==> src/rtl/mem_bus_arbiter.sv <==
// mem_bus_arbiter
// ---------------
// Shares the CPU's single external memory bus between the instruction-fetch
// unit and the execute unit. Each granted transaction runs through four
// phases: IDLE (grant), ADDR (address setup), STROBE (WAIT_STATES+1 cycles)
// and ACK (one-cycle completion pulse to the winner).
//
// Build option:
//   BUS_ARB_RR_EN  defined   -> round-robin on ties; a last-grant register
//                               starts at FETCH, so data wins the first tie.
//                  undefined -> fixed priority; data always beats fetch.
//
// Ports:
//   clk, rst                    clock, synchronous active-high reset
//   if_req/if_addr              fetch request (held until if_ack)
//   if_ack/if_rdata             fetch completion pulse and read byte
//   d_req/d_we/d_sel/d_addr     data request; we=1 write, sel=1 RAM
//   d_wdata                     write byte
//   d_ack/d_rdata               data completion pulse and read byte
//   addr_bus/memory_select      external address and ROM(0)/RAM(1) select
//   read_en/write_en            external strobes
//   bus_din/bus_dout/bus_oe     split tristate data bus
//   busy                        high whenever the FSM is not in IDLE
module mem_bus_arbiter #(
  parameter int ADDR_W      = 16,
  parameter int DATA_W      = 8,
  parameter int WAIT_STATES = 1
) (
  input  logic              clk,
  input  logic              rst,
  input  logic              if_req,
  input  logic [ADDR_W-1:0] if_addr,
  output logic              if_ack,
  output logic [DATA_W-1:0] if_rdata,
  input  logic              d_req,
  input  logic              d_we,
  input  logic              d_sel,
  input  logic [ADDR_W-1:0] d_addr,
  input  logic [DATA_W-1:0] d_wdata,
  output logic              d_ack,
  output logic [DATA_W-1:0] d_rdata,
  output logic [ADDR_W-1:0] addr_bus,
  output logic              memory_select,
  output logic              read_en,
  output logic              write_en,
  input  logic [DATA_W-1:0] bus_din,
  output logic [DATA_W-1:0] bus_dout,
  output logic              bus_oe,
  output logic              busy
);

  typedef enum logic [1:0] {
    IDLE,
    ADDR,
    STROBE,
    ACK
  } state_t;

  localparam logic [3:0] STROBE_CNT = 4'(WAIT_STATES);

  state_t     state;
  state_t     state_next;
  logic [3:0] wait_cnt;
  logic       gnt_data;
  logic       lat_we;
  logic       grant_data;
  logic       any_req;
  logic       wr_ram;

  assign any_req = if_req | d_req;

`ifdef BUS_ARB_RR_EN
  // Remembers who won the most recent grant so a tie goes to the other side.
  logic last_data;

  always_comb begin
    grant_data = d_req;
    if (if_req && d_req) begin
      grant_data = ~last_data;
    end
  end

  always_ff @(posedge clk) begin
    if (rst) begin
      last_data <= 1'b0;
    end else if (state == IDLE && any_req) begin
      last_data <= grant_data;
    end
  end
`else
  // Data always wins; a lone fetch request is granted only when d_req is low.
  assign grant_data = d_req;
`endif

  always_ff @(posedge clk) begin
    if (rst) begin
      state <= IDLE;
    end else begin
      state <= state_next;
    end
  end

  always_comb begin
    state_next = state;
    case (state)
      IDLE:    if (any_req) state_next = ADDR;
      ADDR:    state_next = STROBE;
      STROBE:  if (wait_cnt == 4'd0) state_next = ACK;
      ACK:     state_next = IDLE;
      default: state_next = IDLE;
    endcase
  end

  // The address/select registers double as the latched transaction fields, so
  // they naturally hold their last value between transactions. bus_dout only
  // loads for a real RAM write; ROM writes and reads leave it alone.
  always_ff @(posedge clk) begin
    if (rst) begin
      gnt_data      <= 1'b0;
      lat_we        <= 1'b0;
      addr_bus      <= '0;
      memory_select <= 1'b0;
      bus_dout      <= '0;
      wait_cnt      <= 4'd0;
      if_rdata      <= '0;
      d_rdata       <= '0;
    end else begin
      case (state)
        IDLE: begin
          if (any_req) begin
            gnt_data      <= grant_data;
            lat_we        <= grant_data & d_we;
            memory_select <= grant_data & d_sel;
            addr_bus      <= grant_data ? d_addr : if_addr;
            if (grant_data && d_we && d_sel) begin
              bus_dout <= d_wdata;
            end
          end
        end
        ADDR: begin
          wait_cnt <= STROBE_CNT;
        end
        STROBE: begin
          if (wait_cnt != 4'd0) begin
            wait_cnt <= wait_cnt - 4'd1;
          end else if (!lat_we) begin
            if (gnt_data) begin
              d_rdata <= bus_din;
            end else begin
              if_rdata <= bus_din;
            end
          end
        end
        default: begin
        end
      endcase
    end
  end

  // A write aimed at ROM still runs the full sequence but never drives the bus.
  assign wr_ram   = lat_we & memory_select;
  assign busy     = (state != IDLE);
  assign read_en  = (state == STROBE) & ~lat_we;
  assign write_en = (state == STROBE) & wr_ram;
  assign bus_oe   = ((state == ADDR) | (state == STROBE)) & wr_ram;
  assign if_ack   = (state == ACK) & ~gnt_data;
  assign d_ack    = (state == ACK) & gnt_data;

endmodule

==> config.mk <==
export PLATFORM = sky130hd
export DESIGN_NAME = mem_bus_arbiter
export DESIGN_NICKNAME = d
export VERILOG_FILES = /design/src/rtl/mem_bus_arbiter.sv
export SDC_FILE = /design/constraint.sdc
export NUM_CORES = 1
export LEC_CHECK = 0
export ABC_AREA = 1
export ABC_CLOCK_PERIOD_IN_PS = 1410
export CORE_ASPECT_RATIO = 0.75
export CORE_MARGIN = 1
export CORE_UTILIZATION = 27
export CTS_CLUSTER_SIZE = 20
export DETAILED_ROUTE_END_ITERATION = 8
export DONT_BUFFER_PORTS = 1
export HOLD_SLACK_MARGIN = 0.08
export PLACE_DENSITY = 0.43
export SYNTH_ARGS = -nofsm -noshare
export SYNTH_HDL_FRONTEND = slang
export SYNTH_SLANG_ARGS = --single-unit
==> constraint.sdc <==
create_clock -name clk -period 1.41 [get_ports clk]
set_clock_uncertainty 0.2 [all_clocks]
set_input_delay 0.141 -clock clk [delete_from_list [all_inputs] [get_ports clk]]
set_output_delay 0.141 -clock clk [all_outputs]
set_load 0.01 [all_outputs]
==> results of run 1 <==
## cells in the mapped netlist, drive strengths merged, types with 5 or more instances
cell    count
nand3       5
buf         8
clkbuf      5
inv        23
ha          6
nor2       92
a21oi       9
dfxtp      49
o21ai      28
nand4      17
nand2      78
## power groups by stage
stage / Clock, mW / Combinational [mW] / Sequential [mW]
finish: 1.19 / 3.62 / 2.24
global route: 1.29 / 3.99 / 2.30
detailed placement: 0 / 2.45 / 2.23
global placement: 0 / 2.45 / 2.23
floorplan: 0 / 1.59 / 2.16
CTS: 1.23 / 2.97 / 2.22
## how the worst min path moves through the flow
stage	startpoint	endpoint	cells after the start
floorplan	rst	state[1]	1
global placement	rst	state[1]	1
detailed placement	rst	state[1]	1
CTS	d_wdata[4]	bus_dout[4]	3
global route	rst	wait_cnt[1]	2
finish	rst	state[1]	2
## flip-flops by register name (all words and copies together) (netlist names)
name / count
state: 2
d_rdata: 8
wait_cnt: 4
lat_we: 1
addr_bus: 16
if_rdata: 8
bus_dout: 8
gnt_data: 1
memory_select: 1
## cell families after synthesis
family                   share of synthesized area [%]
AND/OR/NAND/NOR                                  37.12
adder cells (fa/ha/maj)                          3.374
flip-flops                                       44.09
buffers and inverters                            6.748
AO/OA/AOI/OAI                                    8.661
## layer usage
layer	vias up	part of all wire [%]
met1	1065	45
met4	0	1.5
met5	-	0
li1	1192	-
met3	10	6.0
met2	60	47
## critical path: stages (launching register included)
cell,delay [ns]
dfxtp_2,0.37
inv_4,0.05
buf_4,0.13
ha_4,0.26
inv_2,0.04
nor2_4,0.10
## metrics by stage
step | utilization (%) | cell area (um2) | std cells
5_1_grt | 44.52 | 3541 | 514
3_3_place_gp | 31.97 | 2542 | 442
6_report | 44.52 | 3541 | 514
3_5_place_dp | 31.97 | 2542 | 442
4_1_cts | 42.10 | 3348 | 509
2_1_floorplan | - | 2251 | 323
## timing repair
| action | CTS | global route |
|---|---|---|
| hold endpoints to repair | 49 | 0 |
| setup buffers | 6 | 3 |
| gates resized for setup | 34 | 41 |
| hold buffers | 53 | 0 |
| pin swaps | 11 | 12 |
| endpoints found under the setup margin | 53 | 55 |
| cloned | 0 | 2 |
## layout make-up
class	instances	area, um2
clock buffer	5	68.82
tap	105	131.4
timing repair inverter	1	6.256
inverter	23	103.9
clock inverter	3	65.06
timing repair buffer	90	893.4
sequential	49	989.7
multi-input combinational	238	1282
fill	788	4412
==> results.py, run 1 <==
metrics = {
    "layout": {
        "n_antenna_cell": 0,
        "layout_common_cells": "nor2_1, nand2_1, dlygate4sd3_1, dfxtp_1, buf_4",
        "layout_commonest_cell": "nor2_1",
        "areaGrowthSynthToFinish_pct": 59.17,
        "layout-drive-gt1-share_pct": 23.47,
        "fin_nets": 468,
    },
    "timing": {
        "setup_violations": 49,
        "setup_slack_ns": -0.1754,
        "fmax_mhz": 630.8,
        "period_needed_ns": 1.585,
        "rsz0062_at_grt": "yes",
        "holdWs_ns": 0.07627,
        "hold_viol_final": 0,
        "setup_tns_ns": -4.711,
        "fin_crit_sh_pct": 112.4,
        "relSlewSlack_pct": 65.92,
        "worstMarginPinSlew_ns": 0.5112,
        "slew_viol_final": 0,
    },
    "yosys": {
        "synth_ff_type": "dfxtp_1",
        "synth.avg_cell_area_um2": 6.887,
        "synth.distinct_cells": 23,
        "synth_area_um2": 2225,
        "synth_top_cell_by_area": "dfxtp_1",
        "syn-num-nets": 383,
        "synthCells": 323,
        "synthTopCellsByArea": "dfxtp_1, nor2_1, nand2_1",
        "ys_ff_latch": 49,
        "yosysTopAreaCellShare_pct": 44.09,
        "yosys_warnings": 0,
        "async_flop_share_pct": 0,
        "ys_seq_area_share_pct": 44.09,
        "synth_edf_count": 0,
    },
    "clock_network": {
        "cts_root_buf": "clkbuf_8",
        "cts_sinks": 49,
        "cts_buffers": 5,
        "cts_tree": "built",
        "htree_levels": 2,
        "clkTransAtPathRegs_ns": 0.10,
        "cts_max_path_buffers": 2,
        "worstSkewPairLatency_ns": 0.30,
    },
    "floorplanning": {
        "pin_count": 101,
        "initial_utilization_pct": 27.97,
        "die_w_um": 106.8,
        "num_rows": 28,
        "core_um2": 7953,
        "dieArea_um2": 8610,
        "die_h_um": 80.61,
    },
    "critical_path": {
        "crit_start": "state[0]",
        "worstSetupEndpointType": "output port",
        "crit_arrival_ns": 1.24,
        "cp.required_ns": 1.07,
        "crit_fanout": 3,
        "r2r_end": "addr_bus[0]",
        "crit_path_start_kind": "register",
        "crit_end": "bus_oe",
        "r2r_slack_ns": -0.17,
        "crit_type": "register to output port",
        "reg2reg_depth": 7,
        "r2r_start": "state[0]",
    },
    "place": {
        "pre_cts_ws_ns": -0.05516,
        "dp_hpwl_um": 4274,
        "port-buffer-count": 0,
        "globalplace.congestion": 0.7292,
    },
    "global_route": {
        "overflow": 0,
        "grt_pass1_wl_um": 10720,
        "antenna_found_initial": 0,
        "globalRouteTotalUtil_pct": 15.93,
        "use_met1_pct": 19.01,
        "met2_usage_pct": 27.16,
        "globalRoute.busiestLayer": "met2",
        "grt_pass1_vias": 2349,
        "grt_max_degree": 44,
        "grt_util_met3_pct": 4.870,
    },
    "power_and_ir_drop": {
        "power_leakage_nw": 1.533,
        "p_seq_share_pct": 31.8,
        "internal_power_mw": 4.247,
        "design_power_total_mw": 7.055,
        "ir_drop_uv": 829.9,
        "power_density_nw_per_um2": 1992,
        "clockPowerShare_pct": 16.9,
        "sw_frac_of_total_pct": 39.80,
        "power_frac_comb_pct": 51.3,
        "p_switching_mw": 2.808,
    },
    "routing": {
        "wl_per_cell_um": 13.63,
        "routed_wl_um": 7005,
        "num_vias": 2327,
        "via_per_inst": 4.527,
        "drc": 0,
        "ant_nets": 0,
        "drt_first_pass_iters": 4,
        "drtIter0Drc": 62,
    },
    "min_path": {
        "hold_path.class": "input port to register",
    },
    "flow_run": {
        "cap_violations": 0,
    },
    "status": {
        "outcome": "finished, violations left",
        "violations": "setup timing",
    },
}
Power figures use the tool's default switching activity.
==> inputs of run 2 (changes only) <==
Settings changed: BUFFER_PORTS_ARGS from default to -buffer_cell sky130_fd_sc_hd__buf_2, DONT_BUFFER_PORTS 1 to default, PLACE_DENSITY 0.43 to 0.54.
==> run 2 against run 1 <==
The run still ends with setup timing left. Combinational power increased by 25%. Register-to-register slack got worse by 0.04 ns. Sequential share of layout area decreased by 4.3 points. Sequential power decreased by 8%. Final cell count increased by 21%. Global-route usage increased by 2.0 points. Clock-buffer cell count unchanged. Hold slack improved by 0.024 ns. First-iteration DRC count increased by 150%. Die area unchanged. Routed wire length increased by 18%. Via count increased by 23%. Critical path type is now register to register. Largest cell class is now non-clock buffers. Largest power group unchanged.
==> results.py, run 2 (same netlist as run 1, synthesis figures left out) <==
metrics = {
    "global_route": {
        "antenna_found_initial": 0,
        "grt_max_degree": 44,
        "grt_pass1_wl_um": 12160,
        "grt_pass1_vias": 2668,
        "overflow": 0,
        "globalRouteTotalUtil_pct": 17.95,
    },
    "timing": {
        "setup_tns_ns": -7.267,
        "rsz0062_at_grt": "yes",
        "hold_viol_final": 0,
        "period_needed_ns": 1.622,
        "setup_violations": 54,
        "setup_slack_ns": -0.2120,
        "slew_viol_final": 0,
        "worstMarginPinSlew_ns": 0.4295,
        "fin_crit_sh_pct": 115.0,
        "fmax_mhz": 616.5,
        "relSlewSlack_pct": 71.15,
        "holdWs_ns": 0.09981,
    },
    "routing": {
        "via_per_inst": 4.621,
        "drt_first_pass_iters": 4,
        "drc": 0,
        "drtIter0Drc": 153,
        "routed_wl_um": 8272,
        "wl_per_cell_um": 13.34,
        "ant_nets": 0,
        "num_vias": 2865,
    },
    "critical_path": {
        "crit_chain": "inv_4 -> ha_4 -> buf_6 -> o21ai_4 -> clkinvlp_4 -> nor2_2 -> nor2_1",
        "path_buf_inv": 3,
        "crit_fanout": 8,
        "reg2reg_depth": 7,
        "cp.required_ns": 1.43,
        "crit_type": "register to register",
        "cp_slowest_cell": "dfxtp_4",
        "crit_cells": 7,
        "r2r_end": "addr_bus[2]",
        "worst_path_largest_cell_delay_ns": 0.40,
        "r2r_start": "state[1]",
        "crit_family": "buffers and inverters",
        "crit_path_start_kind": "register",
        "r2r_slack_ns": -0.21,
        "crit_arrival_ns": 1.64,
        "worstSetupEndpointType": "register",
    },
    "place": {
        "placed_area_um2": 3000,
        "dp.cells": 538,
        "port-buffer-count": 100,
        "globalplace.congestion": 0.7866,
        "dp_hpwl_um": 4674,
        "pre_cts_ws_ns": -0.1051,
    },
    "layout": {
        "areaGrowthSynthToFinish_pct": 87.96,
        "layout_common_cells": "buf_2, nand2_1, nor2_1, dlygate4sd3_1, dfxtp_1",
        "layout_commonest_cell": "buf_2",
        "fin_nets": 574,
        "finalNonFillerCells": 620,
        "n_antenna_cell": 0,
        "largest_register_ff_count": 16,
        "top_register": "addr_bus",
        "design_area_um2": 4182,
        "layout-drive-gt1-share_pct": 42.72,
        "utilization_pct": 52.58,
        "register_area_um2": 989.7,
        "fill_cells": 753,
        "multi_input_area_um2": 1351,
    },
    "floorplanning": {
        "pin_count": 101,
        "num_rows": 28,
        "initial_utilization_pct": 27.97,
        "core_um2": 7953,
        "die_h_um": 80.61,
        "dieArea_um2": 8610,
        "die_w_um": 106.8,
    },
    "flow_run": {
        "cap_violations": 0,
    },
    "status": {
        "violations": "setup timing",
        "outcome": "finished, violations left",
    },
    "clock_network": {
        "worstSkewPairLatency_ns": 0.31,
        "cts_tree": "built",
        "cts_max_path_buffers": 2,
        "clkTransAtPathRegs_ns": 0.10,
        "htree_levels": 2,
        "cts_sinks": 49,
        "cts_buffers": 5,
        "cts_root_buf": "clkbuf_8",
    },
    "min_path": {
        "worstHoldStart": "d_req",
        "holdPathEnd": "bus_dout[7]",
        "hold_depth": 4,
        "hold_path.class": "input port to register",
    },
    "power_and_ir_drop": {
        "power_density_nw_per_um2": 1865,
        "power_leakage_nw": 2.024,
        "ir_drop_uv": 710.1,
        "design_power_total_mw": 7.797,
    },
}
[run 2: layout make-up]
type	count	share of cell area [%]
repair buffers	195	34.77
multi-input cells	239	32.32
flip-flops and latches	49	23.67
well taps	105	3.142
inverters	23	2.723
clock buffers	5	1.646
clock inverters	3	1.556
repair inverters	1	0.1795
[run 2: routing by layer]
metal / share of wire [%] / GRT usage [%] / vias to the layer above / routed length, um
li1: - / - / 1417 / -
met1: 43 / 21.63 / 1314 / 3584
met2: 49 / 31.35 / 109 / 4031
met3: 4.9 / 3.003 / 25 / 402
met4: 3.1 / 8.219 / 0 / 253
met5: 0 / 0 / - / 0
[run 2: worst max path at each step]
| stage | from | to |
|---|---|---|
| floorplan | state[0] | d_rdata[4] |
| global placement | state[1] | wait_cnt[2] |
| detailed placement | state[1] | bus_dout[3] |
| CTS | state[1] | bus_oe |
| global route | state[1] | addr_bus[2] |
| finish | state[1] | addr_bus[2] |
[run 2: repair_timing]
action                                  in CTS  in global routing
buffers inserted                            11                  6
hold buffers                                53                  0
endpoints found under the setup margin      45                 55
pin swaps                                   13                 14
endpoints found under the hold margin       47                  0
cloned                                       2                  2
gates resized for setup                     57                 48
[run 2: worst register-to-register path: cells and delay by family, from the launching register on]
| kind | cells | cell delay (ns) |
|---|---|---|
| AO/OA/AOI/OAI | 1 | 0.10 |
| adder cells (fa/ha/maj) | 1 | 0.16 |
| AND/OR/NAND/NOR | 2 | 0.22 |
| flip-flops | 1 | 0.40 |
| buffers and inverters | 3 | 0.43 |
[run 2: report_power, final]
group / total, mW / switching (mW) / internal, mW
logic: 4.53 / 2.37 / 2.16
clock network: 1.21 / 0.505 / 0.705
registers: 2.05 / 0.264 / 1.79
total: 7.80 / 3.14 / 4.65
==> inputs of run 3 (changes only) <==
Settings changed: ABC_CLOCK_PERIOD_IN_PS 1410 to 1500, HOLD_SLACK_MARGIN 0.08 to default, PLACE_DENSITY 0.54 to 0.52.
Clock period 1.41 ns to 1.5 ns, I/O delays scaled along.
==> run 3 against run 2 <==
The flow still finishes with violations (setup timing). Largest power group unchanged. Global-route usage fell by 3.0 points. Power fell by 22%. Largest cell class is now multi-input combinational cells. Die area did not move. Final cell count fell by 6.5%. Critical path type is now register to output port. Design area fell by 15%. Hold slack got worse by 0.096 ns. Non-clock buffer count fell by 38. Combinational power fell by 26%.
==> results.py, run 3 (same netlist as run 1, synthesis figures left out) <==
metrics = {
    "timing": {
        "setup_slack_ns": -0.07817,
        "period_needed_ns": 1.578,
        "worstMarginPinSlew_ns": 0.2311,
        "fin_crit_sh_pct": 105.2,
        "slew_viol_final": 0,
        "setup_tns_ns": -0.7036,
        "holdWs_ns": 0.004165,
        "setup_violations": 18,
        "fmax_mhz": 633.6,
        "relSlewSlack_pct": 84.47,
        "rsz0062_at_grt": "yes",
        "hold_viol_final": 0,
    },
    "layout": {
        "top_register": "addr_bus",
        "layout_common_cells": "buf_2, nor2_1, nand2_1, dfxtp_1, dlygate4sd3_1",
        "largest_register_ff_count": 16,
        "layout_commonest_cell": "buf_2",
        "fin_nets": 534,
        "design_area_um2": 3572,
        "layout-drive-gt1-share_pct": 36.21,
        "areaGrowthSynthToFinish_pct": 60.57,
        "n_antenna_cell": 0,
    },
    "place": {
        "pre_cts_ws_ns": -0.1407,
        "placed_area_um2": 2948,
        "dp_hpwl_um": 4586,
        "port-buffer-count": 100,
        "globalplace.congestion": 0.7481,
    },
    "power_and_ir_drop": {
        "power_density_nw_per_um2": 1692,
        "power_leakage_nw": 1.789,
        "ir_drop_uv": 671.9,
    },
    "status": {
        "violations": "setup timing",
        "outcome": "finished, violations left",
    },
    "floorplanning": {
        "num_rows": 28,
        "initial_utilization_pct": 27.97,
        "die_w_um": 106.8,
        "die_h_um": 80.61,
        "core_um2": 7953,
        "pin_count": 101,
        "dieArea_um2": 8610,
    },
    "critical_path": {
        "crit_path_start_kind": "register",
        "cp_slowest_cell": "dfxtp_4",
        "crit_chain": "inv_4 -> ha_4 -> inv_2 -> nor2_1 -> buf_2",
        "worst_path_largest_cell_delay_ns": 0.39,
        "crit_fanout": 3,
        "cp.required_ns": 1.15,
        "crit_type": "register to output port",
        "reg2reg_depth": 9,
        "worstSetupEndpointType": "output port",
        "crit_arrival_ns": 1.23,
    },
    "global_route": {
        "grt_pass1_vias": 2332,
        "grt_pass1_wl_um": 10360,
        "antenna_found_initial": 0,
        "grt_max_degree": 44,
        "globalRouteTotalUtil_pct": 14.97,
        "overflow": 0,
    },
    "routing": {
        "drt_first_pass_iters": 4,
        "num_vias": 2536,
        "ant_nets": 0,
        "routed_wl_um": 6414,
        "wl_per_cell_um": 11.06,
        "drtIter0Drc": 88,
        "drc": 0,
        "via_per_inst": 4.372,
    },
    "min_path": {
        "hold_path.class": "input port to register",
        "hold_depth": 5,
    },
    "clock_network": {
        "cts_tree": "built",
        "cts_sinks": 49,
        "htree_levels": 2,
        "worstSkewPairLatency_ns": 0.30,
        "clkTransAtPathRegs_ns": 0.10,
        "cts_buffers": 5,
        "cts_root_buf": "clkbuf_8",
        "cts_max_path_buffers": 2,
    },
    "flow_run": {
        "cap_violations": 0,
    },
}
run 3: cell count changes in the layout (fill, tap and decap cells not counted), moves of 3 or more:
cell / change
buf_4: -3
nand2_4: -4
a21oi_1: +3
nor2_2: -16
nand2_1: +6
o21ai_1: -4
nor2_1: +18
o21ai_0: +5
buf_6: -14
dlygate4sd3_1: -24
run 3: per-stage QoR:
step	instances	power (mW)	util [%]
after detailed placement	534	4.470	37.07
final	580	6.044	44.92
after global placement	534	4.447	37.07
after floorplan	323	3.457	-
after CTS	575	5.616	43.31
after global routing	580	6.541	44.92
run 3: report_power, final:
group	internal, mW	switching (mW)
Sequential	1.68	0.221
Combinational	1.53	1.82
Clock	0.332	0.463
run 3: final timing paths:
check | start | end | slack [ns]
worst max register to register | state[0] | d_rdata[6] | -0.06
worst max-delay path | state[1] | bus_oe | -0.08
worst min-delay path | d_addr[7] | addr_bus[7] | 0.004
worst min register to register | if_rdata[1] | if_rdata[1] | 0.27
run 3: worst max-delay path: cells and delay by family (launching register included):
| family | cells | cell delay, ns |
|---|---|---|
| adders and majority gates | 1 | 0.26 |
| buffers and inverters | 3 | 0.21 |
| DFF | 1 | 0.39 |
| and+or+nand+nor | 1 | 0.07 |
run 3: cell type report:
cell class | count | area, um2
fill | 822 | 4380
multi-input combinational | 238 | 1206
timing repair buffer | 157 | 1046
sequential | 49 | 989.7
tap | 105 | 131.4
inverter | 23 | 108.9
clock buffer | 5 | 68.82
clock inverter | 3 | 21.27
run 3: metal layers:
layer  GRT usage (%)  up-vias  share of wire (%)
met1           19.13     1130                 47
li1                -     1333                  -
met4           6.027        0                2.3
met5               0        -                  0
met3           3.003       13                3.9
met2           24.71       60                 46
run 3: repair_timing:
item | 4_1_cts | 5_1_grt
resized for setup | 21 | 30
endpoints found under the hold margin | 24 | 0
endpoints found under the setup margin | 51 | 52
buffers inserted | 5 | 6
hold buffers | 29 | 0
pin swaps | 6 | 7
